===== config.mk =====
export PLATFORM = sky130hd
export DESIGN_NAME = frame_tx_scheduler
export DESIGN_NICKNAME = d
export VERILOG_FILES = /design/src/rtl/frame_tx_scheduler.sv
export SDC_FILE = /design/constraint.sdc
export NUM_CORES = 1
export LEC_CHECK = 0
export ABC_AREA = 1
export BUFFER_PORTS_ARGS = -buffer_cell sky130_fd_sc_hd__buf_2
export CAP_MARGIN = 20
export CORE_MARGIN = 10
export CORE_UTILIZATION = 55
export DETAILED_ROUTE_END_ITERATION = 12
export GPL_TIMING_DRIVEN = 0
export PLACE_DENSITY = 0.88
export SLEW_MARGIN = 20
export SYNTH_ARGS = -nofsm -noshare
export SYNTH_HDL_FRONTEND = slang
export SYNTH_SLANG_ARGS = --single-unit

===== constraint.sdc =====
create_clock -name clk -period 6.9 [get_ports clk]
set_clock_uncertainty 0.2 [all_clocks]
set_input_delay 0.69 -clock clk [delete_from_list [all_inputs] [get_ports clk]]
set_output_delay 0.69 -clock clk [all_outputs]
set_load 0.01 [all_outputs]

===== src/rtl/frame_tx_scheduler.sv =====
// Burst scheduler for the 64-bit frame generator: start pulses, inter-frame gaps and STOP_DATA selection.
// Watches the generator's output for SOF/EOF, counts frames and flags a stalled generator.
module frame_tx_scheduler #(
  parameter int         DATA_WIDTH     = 64,
  parameter int         CTRL_WIDTH     = DATA_WIDTH / 8,
  parameter logic [7:0] START_CODE     = 8'hFB,
  parameter logic [7:0] TERMINATE_CODE = 8'hFD,
  parameter logic [7:0] STOP_DATA      = 8'h02,
  parameter int         SOF_TIMEOUT    = 8,
  parameter int         EOF_TIMEOUT    = 64
) (
  input  logic                  clk,
  input  logic                  i_rst,
  input  logic                  i_go,
  input  logic                  i_abort,
  input  logic [15:0]           i_frame_count,
  input  logic [7:0]            i_gap_cycles,
  input  logic [7:0]            i_stop_period,
  input  logic [DATA_WIDTH-1:0] i_tx_data,
  input  logic [CTRL_WIDTH-1:0] i_tx_ctrl,
  output logic                  o_start,
  output logic [7:0]            o_interrupt,
  output logic                  o_busy,
  output logic                  o_done,
  output logic [15:0]           o_frames_sent,
  output logic                  o_timeout
);

  localparam int WD_MAX = (EOF_TIMEOUT > SOF_TIMEOUT) ? EOF_TIMEOUT : SOF_TIMEOUT;
  localparam int WD_W   = $clog2(WD_MAX);
  localparam logic [WD_W-1:0] SOF_LAST = WD_W'(SOF_TIMEOUT - 1);
  localparam logic [WD_W-1:0] EOF_LAST = WD_W'(EOF_TIMEOUT - 1);

  typedef enum logic [2:0] {IDLE, ARM, WAIT_SOF, WAIT_EOF, GAP, DONE} state_t;

  state_t          state, state_nxt;
  logic [15:0]     target, target_nxt;
  logic [7:0]      gap, gap_nxt;
  logic [7:0]      period, period_nxt;
  logic [7:0]      stop_cnt, stop_cnt_nxt;
  logic [7:0]      gap_cnt, gap_cnt_nxt;
  logic [WD_W-1:0] wd, wd_nxt;
  logic [15:0]     frames_nxt;
  logic [7:0]      intr_nxt;
  logic            timeout_nxt;
  logic [7:0]      arm_period, arm_cnt, arm_eff, arm_cnt_nxt, arm_intr;
  logic            arm_hit;
  logic            sof, eof;

  assign sof = (i_tx_ctrl == CTRL_WIDTH'(1)) && (i_tx_data[DATA_WIDTH-1 -: 8] == START_CODE);
  assign eof = (i_tx_ctrl == CTRL_WIDTH'(1)) && (i_tx_data[DATA_WIDTH-1 -: 8] == TERMINATE_CODE);

  always_comb begin
    state_nxt    = state;
    target_nxt   = target;
    gap_nxt      = gap;
    period_nxt   = period;
    stop_cnt_nxt = stop_cnt;
    gap_cnt_nxt  = gap_cnt;
    wd_nxt       = wd;
    frames_nxt   = o_frames_sent;
    intr_nxt     = o_interrupt;
    timeout_nxt  = o_timeout;

    // Stop-period down-counter: 0 means "reload", the frame that sees 1 carries STOP_DATA.
    if (state == IDLE) begin
      arm_period = i_stop_period;
      arm_cnt    = 8'd0;
    end else begin
      arm_period = period;
      arm_cnt    = stop_cnt;
    end
    arm_eff  = (arm_cnt == 8'd0) ? arm_period : arm_cnt;
    arm_hit  = (arm_period != 8'd0) && (arm_eff == 8'd1);
    arm_intr = arm_hit ? STOP_DATA : 8'd0;
    if (arm_period == 8'd0)
      arm_cnt_nxt = 8'd0;
    else if (arm_hit)
      arm_cnt_nxt = arm_period;
    else
      arm_cnt_nxt = arm_eff - 8'd1;

    if (state != IDLE && i_abort) begin
      state_nxt = IDLE;
      intr_nxt  = 8'd0;
    end else begin
      case (state)
        IDLE: if (i_go) begin
          target_nxt   = i_frame_count;
          gap_nxt      = i_gap_cycles;
          period_nxt   = i_stop_period;
          frames_nxt   = 16'd0;
          timeout_nxt  = 1'b0;
          state_nxt    = ARM;
          intr_nxt     = arm_intr;
          stop_cnt_nxt = arm_cnt_nxt;
          wd_nxt       = '0;
        end
        ARM: begin
          state_nxt = WAIT_SOF;
          wd_nxt    = '0;
        end
        WAIT_SOF: begin
          if (sof) begin
            state_nxt = WAIT_EOF;
            wd_nxt    = '0;
          end else if (wd == SOF_LAST) begin
            state_nxt   = IDLE;
            timeout_nxt = 1'b1;
            intr_nxt    = 8'd0;
          end else begin
            wd_nxt = wd + 1'b1;
          end
        end
        WAIT_EOF: begin
          if (eof) begin
            frames_nxt = o_frames_sent + 16'd1;
            intr_nxt   = 8'd0;
            if (target != 16'd0 && frames_nxt == target) begin
              state_nxt = DONE;
            end else if (gap == 8'd0) begin
              state_nxt    = ARM;
              intr_nxt     = arm_intr;
              stop_cnt_nxt = arm_cnt_nxt;
              wd_nxt       = '0;
            end else begin
              state_nxt   = GAP;
              gap_cnt_nxt = 8'd0;
            end
          end else if (wd == EOF_LAST) begin
            state_nxt   = IDLE;
            timeout_nxt = 1'b1;
            intr_nxt    = 8'd0;
          end else begin
            wd_nxt = wd + 1'b1;
          end
        end
        GAP: begin
          if (gap_cnt == gap - 8'd1) begin
            state_nxt    = ARM;
            intr_nxt     = arm_intr;
            stop_cnt_nxt = arm_cnt_nxt;
            wd_nxt       = '0;
          end else begin
            gap_cnt_nxt = gap_cnt + 8'd1;
          end
        end
        DONE:    state_nxt = IDLE;
        default: state_nxt = IDLE;
      endcase
    end
  end

  // Pulse outputs are derived from the next state so they line up with the state they describe.
  always_ff @(posedge clk or posedge i_rst) begin
    if (i_rst) begin
      state         <= IDLE;
      target        <= 16'd0;
      gap           <= 8'd0;
      period        <= 8'd0;
      stop_cnt      <= 8'd0;
      gap_cnt       <= 8'd0;
      wd            <= '0;
      o_frames_sent <= 16'd0;
      o_interrupt   <= 8'd0;
      o_timeout     <= 1'b0;
      o_start       <= 1'b0;
      o_busy        <= 1'b0;
      o_done        <= 1'b0;
    end else begin
      state         <= state_nxt;
      target        <= target_nxt;
      gap           <= gap_nxt;
      period        <= period_nxt;
      stop_cnt      <= stop_cnt_nxt;
      gap_cnt       <= gap_cnt_nxt;
      wd            <= wd_nxt;
      o_frames_sent <= frames_nxt;
      o_interrupt   <= intr_nxt;
      o_timeout     <= timeout_nxt;
      o_start       <= (state_nxt == ARM);
      o_busy        <= (state_nxt != IDLE);
      o_done        <= (state_nxt == DONE);
    end
  end

endmodule


==> key figures, run 1 <==
Pwr
  – Pint: 1.22 mW
  – Static Leakage: 3.22 nW
  – Switch share: 0.495
  – Max IR drop VDD: 0.192 mV
  – Flop pwr share: 0.286
  – Psw: 1.20 mW
  – Comb pwr share: 0.589
  – Clock network power share: 0.125
  – Pwr Density: 398 mW/mm²

Placement
  – Placer Congestion: 0.974
  – DPL Wire Length: 10,700 µm
  – DP Area: 0.00592 mm²
  – Port bufs: 72

Run
  – Max-cap violations: 0

Synthesis
  – Mean Syn Cell Area: 6.88 µm²
  – Library cells used by synthesis: 45
  – Ys async rst share: 1.00
  – Post-Syn Area: 0.00535 mm²
  – Post-synthesis sequential element count: 78
  – Ys flop type: dfrtp_1
  – Synth Warn #: 0
  – Post-synth EDFFs: 0
  – Register area share after synthesis: 0.365
  – Cell count after synthesis: 778

Timing
  – Slew headroom: 0.526
  – Setup TNS Final: 0 ns
  – Pins over their slew limit: 0
  – RSZ-0062 raised after global routing: no
  – Min Tclk post-route: 3.01 ns
  – F_max: 333 MHz
  – Final Cycle Share: 0.436
  – Number of setup violations in the final report: 0
  – Final Hold Viols: 0
  – Worst-Margin Slew: 0.708 ns

Floorplanning
  – Core box area: 0.00937 mm²
  – Initial Utilization: 0.571
  – DIE HEIGHT: 119 µm
  – Row count: 35
  – Die ar.: 0.0141 mm²
  – Ports: 136
  – Die span in x: 119 µm

Run status
  – Status: finished clean

Clocking
  – CTS tree: built
  – Postcts setup bufs: 0
  – CTS buffer count: 9
  – Clk root buf: clkbuf_8
  – Post-CTS sizing: 0
  – CTS Hold Buffers Added: 0
  – CTS sink cnt: 78
  – Worst-path clk slew: 0.08 ns
  – Clk Latency, worst-skew pair: 0.35 ns
  – H-tree levels: 3
  – Clock buffer depth: 2

Worst setup path
  – Crit path DAT: 3.08 ns
  – Startpoint types: register
  – Critical Path End Type: register
  – CP max FO: 9
  – Reg2Reg Depth: 14
  – Critical Path RT: 6.97 ns
  – Critical path type: register to register

Global route
  – GR peak layer: met2
  – Initial antenna violation count: 0
  – Total Routing Usage GR: 0.196
  – Met3 global-route usage: 0.0466
  – First-pass GRT wire length: 23,500 µm
  – Global Route met2 Usage: 0.328
  – GRT met1 Usage: 0.244
  – Total gr overflow: 0
  – Largest net degree at the start of global routing: 59
  – Vias in the first global route: 5,111

Route
  – Initial DRT Pass Iterations: 5
  – Vias: 5,224
  – WL/cell: 14.0 µm
  – Via density: 5.22
  – Drt first-iter violations: 375
  – Antenna-violating nets left: 0
  – DR DRC count: 0
  – Final WL: 14,000 µm

Hold path
  – Hold crit path type: input pin to async pin

Cells and area
  – Design area: 0.00609 mm²
  – Area growth from synthesis to layout: 13.8%
  – Inserted Diodes: 0
  – Fill count: 848
  – Ratio of cells with drive above 1 in the final layout: 0.180
  – Final core utilization: 0.650
  – Layout Nets: 983
## placed cells by master, fill, tap and decap left out, types with 2 or more instances in the layout
cell,synthesis,layout
inv_1,97,96
nand2_4,6,6
o21ai_2,4,4
clkinv_2,0,3
buf_4,8,8
inv_2,5,5
nand3_1,64,64
nand3b_1,10,10
or2_2,5,5
buf_2,3,75
o21ai_1,17,17
o31ai_1,4,4
nor2_1,68,68
clkbuf_8,0,9
clkinvlp_4,0,2
nor2_2,5,5
clkbuf_1,5,5
nand4_1,8,8
ha_1,7,7
o22ai_1,7,7
nor2_4,5,5
xnor2_1,7,7
conb_1,1,7
o21ai_0,46,46
a21oi_1,4,4
xor2_1,13,13
nand2_2,17,17
nand2_1,258,258
nor3_1,6,6
o211ai_1,3,3
dfrtp_1,78,78
## cells by family (layout without fill, tap and decap cells)
family / Yosys count / in the layout / synth area share
flops: 78 / 78 / 0.365
xor+xnor: 21 / 21 / 0.0370
compound gates: 90 / 90 / 0.0973
simple gates: 460 / 460 / 0.388
fa+ha+maj: 7 / 7 / 0.0164
other cells: 1 / 7 / 0.000701
buf+inv: 121 / 209 / 0.0956
## cell usage after synthesis (7+ instances only)
master / count / area [µm²]
buf_4: 8 / 60.1
dfrtp_1: 78 / 1950
ha_1: 7 / 87.6
inv_1: 97 / 364
nand2_1: 258 / 968
nand2_2: 17 / 106
nand3_1: 64 / 320
nand3b_1: 10 / 75.1
nand4_1: 8 / 50.1
nor2_1: 68 / 255
o21ai_0: 46 / 230
o21ai_1: 17 / 85.1
o22ai_1: 7 / 43.8
xnor2_1: 7 / 61.3
xor2_1: 13 / 114
## layout make-up
| class | instances | area, µm² | share of cell area |
|---|---|---|---|
| multi-input combinational | 585 | 2910 | 0.478 |
| sequential | 78 | 1950 | 0.321 |
| inverter | 103 | 389 | 0.0639 |
| timing repair buffer | 73 | 388 | 0.0637 |
| tap | 129 | 161 | 0.0265 |
| buffer | 18 | 125 | 0.0206 |
| clock buffer | 9 | 124 | 0.0203 |
| clock inverter | 6 | 38.8 | 0.00637 |
## critical path, stage by stage, from the launching register on
cell and delay [ns]:
dfrtp_1 0.45, nor2_4 0.24, nand2_4 0.13, o21ai_0 0.13
nand2_1 0.17, nor2_8 0.21, nand2_1 0.10, nand2_1 0.22
ha_1 0.22, nand2_2 0.07, nor3_4 0.30, nand2_4 0.16
nand3_1 0.13, nand3_1 0.08, o21ai_1 0.13
## worst paths after layout
check	slack, ns	start	to
max	3.89	state[1]	stop_cnt[6]
min	0.09	i_rst	wd[4]
max reg2reg	3.89	state[1]	stop_cnt[6]
min reg2reg	0.30	wd[3]	wd[3]
max in group asynchronous	5.82	i_rst	gap[5]
min in group clk	0.30	wd[3]	wd[3]
## power groups by stage
stage / clock, mW / sequential, mW / combinational [mW]
5_1_grt: 0.326 / 0.709 / 1.63
3_5_place_dp: 0 / 0.699 / 1.41
3_3_place_gp: 0 / 0.693 / 1.37
4_1_cts: 0.306 / 0.691 / 1.42
6_report: 0.303 / 0.693 / 1.43
2_1_floorplan: 0 / 0.679 / 1.12
## stage by stage
step	instances	hold WS [ns]	power [mW]	worst slack [ns]
2_1_floorplan	784	0.253	1.80	4.01
4_1_cts	1001	0.0852	2.41	3.95
3_5_place_dp	986	0.296	2.11	3.97
6_report	1001	0.0915	2.42	3.89
5_1_grt	1001	0.0893	2.67	3.67
3_3_place_gp	985	0.270	2.07	3.06
## routing by layer
| layer | part of all wire | up-vias |
|---|---|---|
| met5 | 0 | - |
| met4 | 0.021 | 0 |
| met3 | 0.067 | 27 |
| met2 | 0.48 | 179 |
| met1 | 0.43 | 2392 |
| li1 | - | 2626 |
## state kept, by name, indices dropped and copies added, names as in the netlist
signal and flops:
o_frames_sent 16, target 16, stop_cnt 8, o_timeout 1, wd 6, state 3
o_interrupt 1, period 8, o_start 1, gap_cnt 8, o_busy 1, o_done 1
gap 8
Power figures use the tool's default switching activity.
==> run 2: changes to the inputs <==
--- a/config.mk
+++ b/config.mk
@@ -9,10 +9,10 @@
 export BUFFER_PORTS_ARGS = -buffer_cell sky130_fd_sc_hd__buf_2
 export CAP_MARGIN = 20
 export CORE_MARGIN = 10
-export CORE_UTILIZATION = 55
+export CORE_UTILIZATION = 49
 export DETAILED_ROUTE_END_ITERATION = 12
 export GPL_TIMING_DRIVEN = 0
-export PLACE_DENSITY = 0.88
+export PLACE_DENSITY = 0.84
 export SLEW_MARGIN = 20
 export SYNTH_ARGS = -nofsm -noshare
 export SYNTH_HDL_FRONTEND = slang
==> constraint.sdc (replaced) <==
create_clock -name clk -period 2.6 [get_ports clk]
set_clock_uncertainty 0.2 [all_clocks]
set_input_delay 0.26 -clock clk [delete_from_list [all_inputs] [get_ports clk]]
set_output_delay 0.26 -clock clk [all_outputs]
set_load 0.01 [all_outputs]
==> run 2 against run 1 <==
Effect of this change: the run now ends with negative setup slack left; largest power group unchanged; highest routed layer unchanged; clock power increased to 3.6 times the previous value; critical path depth grew 3; sequential power grew to 2.7 times the previous value; global-route usage is essentially flat; final area rose by 15%.
==> key figures, run 2 (same netlist as run 1, synthesis figures left out) <==
Floorplanning
  – Initial Utilization: 0.498 (was 0.571)
  – Die span in x: 124 µm (was 119 µm)
  – DIE HEIGHT: 124 µm (was 119 µm)
  – Ports: 136 (unchanged)
  – Die ar.: 0.0155 mm² (was 0.0141 mm²)
  – Row count: 38 (was 35)
  – Core box area: 0.0107 mm² (was 0.00937 mm²)

Placement
  – Placer Congestion: 0.946 (was 0.974)
  – DPL Wire Length: 10,500 µm (was 10,700 µm)
  – Pre-CTS setup slack: -0.257 ns (was 3.97 ns)
  – Port bufs: 72 (unchanged)

Timing
  – Final Cycle Share: 1.01 (was 0.436)
  – Final Hold Viols: 0 (unchanged)
  – Pins over their slew limit: 0 (unchanged)
  – Number of setup violations in the final report: 5 (was 0)
  – Min Tclk post-route: 2.63 ns (was 3.01 ns)
  – F_max: 381 MHz (was 333 MHz)
  – Worst-Margin Slew: 0.684 ns (was 0.708 ns)
  – Final setup margin: -0.0253 ns (was 3.89 ns)
  – Slew headroom: 0.544 (was 0.526)
  – Worst hold slack: 0.127 ns (was 0.0915 ns)

Route
  – Vias: 6,029 (was 5,224)
  – Final WL: 17,700 µm (was 14,000 µm)
  – DR DRC count: 0 (unchanged)
  – WL/cell: 16.3 µm (was 14.0 µm)
  – Via density: 5.57 (was 5.22)
  – Initial DRT Pass Iterations: 8 (was 5)
  – Antenna-violating nets left: 0 (unchanged)
  – Drt first-iter violations: 1,010 (was 375)

Clocking
  – Clock buffer depth: 2 (unchanged)
  – CTS sink cnt: 78 (unchanged)
  – CTS tree: built (unchanged)
  – Worst-path clk slew: 0.07 ns (was 0.08 ns)
  – H-tree levels: 3 (unchanged)
  – Clk Latency, worst-skew pair: 0.39 ns (was 0.35 ns)
  – Clk root buf: clkbuf_8 (unchanged)
  – CTS buffer count: 9 (unchanged)

Worst setup path
  – Critical path type: register to register (unchanged)
  – Crit path DAT: 2.73 ns (was 3.08 ns)
  – Critical Path RT: 2.70 ns (was 6.97 ns)
  – Critical Path End Type: register (unchanged)
  – Startpoint types: register (unchanged)
  – CP max FO: 8 (was 9)

Cells and area
  – Most frequent cells in the layout: nand2_1, inv_1, buf_2 (was nand2_1, inv_1, dfrtp_1)
  – Layout Nets: 1,050 (was 983)
  – Biggest registers after layout: o_frames_sent: 16 flops, target: 16 flops (unchanged)
  – Ratio of cells with drive above 1 in the final layout: 0.247 (was 0.180)
  – Most common cell after layout, fill and taps aside: nand2_1 (unchanged)
  – Area growth from synthesis to layout: 30.9% (was 13.8%)

Pwr
  – Static Leakage: 3.61 nW (was 3.22 nW)
  – Total power: 7.83 mW (was 2.42 mW)
  – Max IR drop VDD: 0.611 mV (was 0.192 mV)
  – Pwr Density: 1120 mW/mm² (was 398 mW/mm²)

Global route
  – Vias in the first global route: 5,444 (was 5,111)
  – Total gr overflow: 0 (unchanged)
  – Total Routing Usage GR: 0.196 (about the same)
  – First-pass GRT wire length: 25,700 µm (was 23,500 µm)
  – Initial antenna violation count: 3 (was 0)
  – Largest net degree at the start of global routing: 59 (unchanged)

Hold path
  – Hold crit path type: input pin to register (was input pin to async pin)

Run status
  – Failing checks: negative setup slack
  – Status: finished, violations left (was finished clean)

Run
  – Max-cap violations: 0 (unchanged)
## run 2: cell count changes in the layout (fill, tap and decap cells not counted), moves of 4 or more
cell / before / now
nor2_1: 68 / 62
nand2_1: 258 / 241
dlygate4sd3_1: 0 / 33
nor2_2: 5 / 10
nand2_4: 6 / 10
nand2_2: 17 / 31
buf_4: 8 / 35
dfrtp_1: 78 / 72
dfrtp_2: 0 / 6
## run 2: worst paths after layout
| path | start | end | slack [ns] | cells after the start |
|---|---|---|---|---|
| max | state[1] | stop_cnt[7] | -0.03 | 17 |
| max reg2reg | state[1] | stop_cnt[7] | -0.03 | 17 |
| min in group asynchronous | i_rst | o_timeout | 0.18 | 3 |
| min | i_abort | state[1] | 0.13 | 4 |
| min reg2reg | wd[4] | wd[4] | 0.31 | 2 |
| max in group asynchronous | i_rst | period[2] | 1.42 | 4 |
## run 2: area by class of cell
cell class,count,area [µm²]
fillers,835,3740
multi-input cells,587,3090
clock buffers,10,138
well taps,140,175
inverters,103,405
clock inverters,6,93.8
plain buffers,18,136
diodes,3,7.51
repair buffers,138,996
flip-flops and latches,78,1960
## run 2: stage by stage
| step | setup TNS, ns | std cells | area, µm² | utilization |
|---|---|---|---|---|
| final | -0.0435 | 1083 | 7000 | 0.652 |
| after global routing | -2.91 | 1083 | 7000 | 0.652 |
| after CTS | 0 | 1053 | 6570 | 0.611 |
| after detailed placement | -2.08 | 997 | 5940 | 0.553 |
| after global placement | -61.26 | 996 | 5910 | 0.550 |
| after floorplan | 0 | 784 | 5370 | - |
## run 2: worst max-delay path: stages (launching register included)
cell     delay [ns]
dfrtp_2        0.44
nor2_4         0.14
nand2_4        0.11
buf_12         0.16
o21ai_4        0.14
inv_1          0.10
nand2_2        0.10
nand2_2        0.10
inv_4          0.10
ha_4           0.14
nand2_2        0.06
nor3_4         0.19
buf_6          0.16
buf_6          0.10
nand3_1        0.06
nand3_1        0.08
nand2_1        0.06
o21ai_1        0.11
## run 2: repair_timing
item	4_1_cts	5_1_grt
buffers inserted	7	24
resized for setup	5	60
cloned	0	3
setup endpoints to repair	39	51
hold buffers	33	0
endpoints found under the hold margin	103	0
pin swaps	3	21
## run 2: power breakdown
group / internal [mW] / switching, mW
Sequential: 1.58 / 0.288
Combinational: 1.89 / 2.99
Clock: 0.573 / 0.512
## run 2: metal layers
layer | wire length [µm] | global-route usage
met5 | 0 | 0
met4 | 919 | 0.0932
met3 | 1620 | 0.0430
met2 | 8480 | 0.330
met1 | 6660 | 0.231
==> run 3: changes to the inputs <==
--- a/config.mk
+++ b/config.mk
@@ -5,14 +5,14 @@
 export SDC_FILE = /design/constraint.sdc
 export NUM_CORES = 1
 export LEC_CHECK = 0
-export ABC_AREA = 1
+export ABC_AREA = 0
 export BUFFER_PORTS_ARGS = -buffer_cell sky130_fd_sc_hd__buf_2
 export CAP_MARGIN = 20
 export CORE_MARGIN = 10
-export CORE_UTILIZATION = 49
+export CORE_UTILIZATION = 48
 export DETAILED_ROUTE_END_ITERATION = 12
 export GPL_TIMING_DRIVEN = 0
-export PLACE_DENSITY = 0.84
+export PLACE_DENSITY = 0.83
 export SLEW_MARGIN = 20
 export SYNTH_ARGS = -nofsm -noshare
 export SYNTH_HDL_FRONTEND = slang
==> run 3 against run 2 <==
Effect of this change: first-iteration DRC count decreased by 29%; largest power group unchanged; clock power decreased by 14%; the flow still finishes with violations (negative setup slack); final cell count decreased by 21%; register-to-register slack got worse by 0.31 ns; clock-buffer cell count increased by 1.
==> key figures, run 3 <==
Run status
  – Status: finished, violations left (unchanged)
  – Failing checks: negative setup slack (unchanged)

Clocking
  – H-tree levels: 3 (unchanged)
  – Clk Latency, worst-skew pair: 0.39 ns (about the same)
  – CTS buffer count: 9 (unchanged)
  – CTS sink cnt: 78 (unchanged)
  – Clock buffer depth: 2 (unchanged)
  – Clk root buf: clkbuf_8 (unchanged)
  – CTS tree: built (unchanged)
  – Worst-path clk slew: 0.09 ns (was 0.07 ns)

Floorplanning
  – Ports: 136 (unchanged)
  – DIE HEIGHT: 123 µm (was 124 µm)
  – Initial Utilization: 0.494 (was 0.498)
  – Row count: 37 (was 38)
  – Die span in x: 123 µm (was 124 µm)
  – Die ar.: 0.0152 mm² (was 0.0155 mm²)
  – Core box area: 0.0103 mm² (was 0.0107 mm²)

Global route
  – First-pass GRT wire length: 25,800 µm (was 25,700 µm)
  – Global Route met2 Usage: 0.352 (was 0.330)
  – GRT met1 Usage: 0.246 (was 0.231)
  – Vias in the first global route: 5,265 (was 5,444)
  – Met3 global-route usage: 0.0360 (was 0.0430)
  – GR peak layer: met2 (unchanged)
  – Largest net degree at the start of global routing: 56 (was 59)
  – Total Routing Usage GR: 0.211 (was 0.196)
  – Initial antenna violation count: 2 (was 3)
  – Total gr overflow: 0 (unchanged)

Synthesis
  – Share of the synthesized area in the top cell type: 0.382 (was 0.365)
  – Ys flop type: dfrtp_1 (unchanged)
  – Post-synthesis sequential element count: 78 (unchanged)
  – Ys async rst share: 1.00 (unchanged)
  – Mean Syn Cell Area: 9.16 µm² (was 6.88 µm²)
  – Synth Warn #: 0 (unchanged)
  – Post-synth top area cell: dfrtp_1 (unchanged)
  – Post-synth EDFFs: 0 (unchanged)
  – Cell count after synthesis: 557 (was 778)
  – Synth top area cells: dfrtp_1, mux2_2, o21ai_0, nand2_1, nor2_1 (was dfrtp_1, nand2_1, inv_1, nand3_1, nor2_1)
  – Post-Syn Area: 0.00510 mm² (was 0.00535 mm²)
  – Library cells used by synthesis: 71 (was 45)
  – Synth cell count leaders: dfrtp_1, nand2_1, nor2_1 (was nand2_1, inv_1, dfrtp_1)
  – Most frequent cell after synthesis: dfrtp_1 (was nand2_1)
  – Register area share after synthesis: 0.382 (was 0.365)

Cells and area
  – Final core utilization: 0.675 (was 0.652)
  – Ratio of cells with drive above 1 in the final layout: 0.363 (was 0.247)
  – Most frequent cells in the layout: buf_2, dfrtp_1, nand2_1 (was nand2_1, inv_1, buf_2)
  – Most common cell after layout, fill and taps aside: buf_2 (was nand2_1)
  – Area growth from synthesis to layout: 36.6% (was 30.9%)
  – Biggest registers after layout: o_frames_sent: 16 flops, target: 16 flops (unchanged)
  – Layout Nets: 832 (was 1,050)
  – Fill count: 715 (was 835)

Timing
  – Min Tclk post-route: 2.94 ns (was 2.63 ns)
  – Pins over their slew limit: 0 (unchanged)
  – RSZ-0062 raised after global routing: yes
  – Final Cycle Share: 1.13 (was 1.01)
  – Number of setup violations in the final report: 27 (was 5)
  – Slew headroom: 0.572 (was 0.544)
  – F_max: 341 MHz (was 381 MHz)
  – Final Hold Viols: 0 (unchanged)
  – Final setup margin: -0.336 ns (was -0.0253 ns)
  – Setup TNS Final: -5.81 ns (was -0.0435 ns)
  – Worst-Margin Slew: 0.642 ns (was 0.684 ns)

Route
  – WL/cell: 19.1 µm (was 16.3 µm)
  – Drt first-iter violations: 714 (was 1,010)
  – Via density: 6.10 (was 5.57)
  – DR DRC count: 0 (unchanged)
  – Vias: 5,244 (was 6,029)
  – Antenna-violating nets left: 0 (unchanged)
  – Initial DRT Pass Iterations: 6 (was 8)
  – Final WL: 16,400 µm (was 17,700 µm)

Worst setup path
  – Max stage delay on crit path: 0.46 ns (was 0.44 ns)
  – CP Depth: 10 (was 17)
  – Reg2Reg Depth: 10 (was 17)
  – CP max FO: 8 (unchanged)
  – Crit. Startpoint: o_frames_sent[0] (was state[1])
  – R2r startpoint: o_frames_sent[0] (was state[1])
  – Critical Path Sink: stop_cnt[5] (was stop_cnt[7])
  – Crit path DAT: 3.00 ns (was 2.73 ns)
  – Top cell family by delay on the critical path: simple AND/OR/NAND/NOR gates (unchanged)
  – Bufs and invs on worst path: 1 (was 5)
  – R2r endpoint: stop_cnt[5] (was stop_cnt[7])
  – Critical Path End Type: register (unchanged)
  – Worst R2R Setup Slack: -0.34 ns (was -0.03 ns)
  – Startpoint types: register (unchanged)
  – Critical path type: register to register (unchanged)
  – Critical Path, Cell by Cell: ha_4 -> nand2_4 -> or3_4 -> mux2i_2 -> a31oi_2 -> o2111ai_4 -> and3_4 -> o211ai_4 -> buf_12 -> mux2_4 (was nor2_4 -> nand2_4 -> buf_12 -> o21ai_4 -> inv_1 -> nand2_2 -> nand2_2 -> inv_4 -> ha_4 -> nand2_2 -> nor3_4 -> buf_6 -> buf_6 -> nand3_1 -> nand3_1 -> nand2_1 -> o21ai_1)
  – Slowest CP cell: dfrtp_2 (unchanged)
  – Critical Path RT: 2.66 ns (was 2.70 ns)

Pwr
  – Pwr Density: 898 mW/mm² (was 1120 mW/mm²)
  – Total power: 6.26 mW (was 7.83 mW)
  – Static Leakage: 3.03 nW (was 3.61 nW)
  – Max IR drop VDD: 0.393 mV (was 0.611 mV)

Hold path
  – Hold crit path type: input pin to async pin (was input pin to register)

Placement
  – Placer Congestion: 0.932 (was 0.946)
  – DPL Wire Length: 10,300 µm (was 10,500 µm)
  – Port bufs: 72 (unchanged)

Run
  – Max-cap violations: 0 (unchanged)
-- run 3: worst min-delay path by stage --
stage                          startpoint  endpoint  cells after the start
after floorplan                   i_abort  state[1]                      1
after global placement    i_gap_cycles[3]    gap[3]                      3
after detailed placement            i_rst    gap[6]                      2
after CTS                           i_rst    gap[6]                      3
after global routing                i_rst    gap[6]                      3
final                               i_rst    gap[6]                      3
-- run 3: layout make-up --
type	instances	area, µm²	share of cell area
buffer	27	200	0.0287
tap	136	170	0.0244
clock buffer	11	131	0.0188
multi-input combinational	439	3320	0.477
antenna	2	5.00	0.000718
inverter	17	66.3	0.00951
timing repair buffer	145	1050	0.151
sequential	78	1970	0.282
clock inverter	5	58.8	0.00843
-- run 3: cells by family after synthesis --
group | count (synthesis) | synth area share
simple gates | 218 | 0.227
compound gates | 135 | 0.187
flops | 78 | 0.382
buf+inv | 46 | 0.0419
mux | 44 | 0.0956
xor+xnor | 28 | 0.0480
fa+ha+maj | 7 | 0.0172
other cells | 1 | 0.000735
-- run 3: power breakdown --
part           leakage, nW  switching [mW]  internal [mW]
sequential           0.969           0.469           1.60
clock               0.0900           0.496          0.446
combinational         1.97            1.65           1.61
-- run 3: worst reg2reg max path: stages, from the launching register on --
cell and delay, ns:
dfrtp_2 0.46, ha_4 0.18, nand2_4 0.09, or3_4 0.40, mux2i_2 0.20, a31oi_2 0.14
o2111ai_4 0.33, and3_4 0.26, o211ai_4 0.08, buf_12 0.17, mux2_4 0.30
-- run 3: timing repair --
item,4_1_cts,5_1_grt
hold buffers,34,0
setup buffers,29,7
setup endpoints to repair,65,43
hold endpoints to repair,56,0
cloned,2,0
pin swaps,20,6
gates resized for setup,64,33
-- run 3: per-stage QoR --
| step | worst slack, ns | hold WS, ns | cells | instance area [µm²] |
|---|---|---|---|---|
| 6_report | -0.336 | 0.180 | 860 | 6970 |
| 5_1_grt | -0.428 | 0.237 | 860 | 6970 |
| 4_1_cts | -0.269 | 0.207 | 851 | 6800 |
| 3_5_place_dp | -0.760 | 0.0533 | 772 | 5800 |
| 3_3_place_gp | -0.993 | 0.266 | 771 | 5770 |
| 2_1_floorplan | -0.265 | 0.131 | 563 | 5240 |
-- run 3: metal layers --
metal  up-vias  routed length (µm)
li1       2363                   -
met1      2467                6150
met2       339                7990
met3        75                1520
met4         0                 759
met5         -                   0
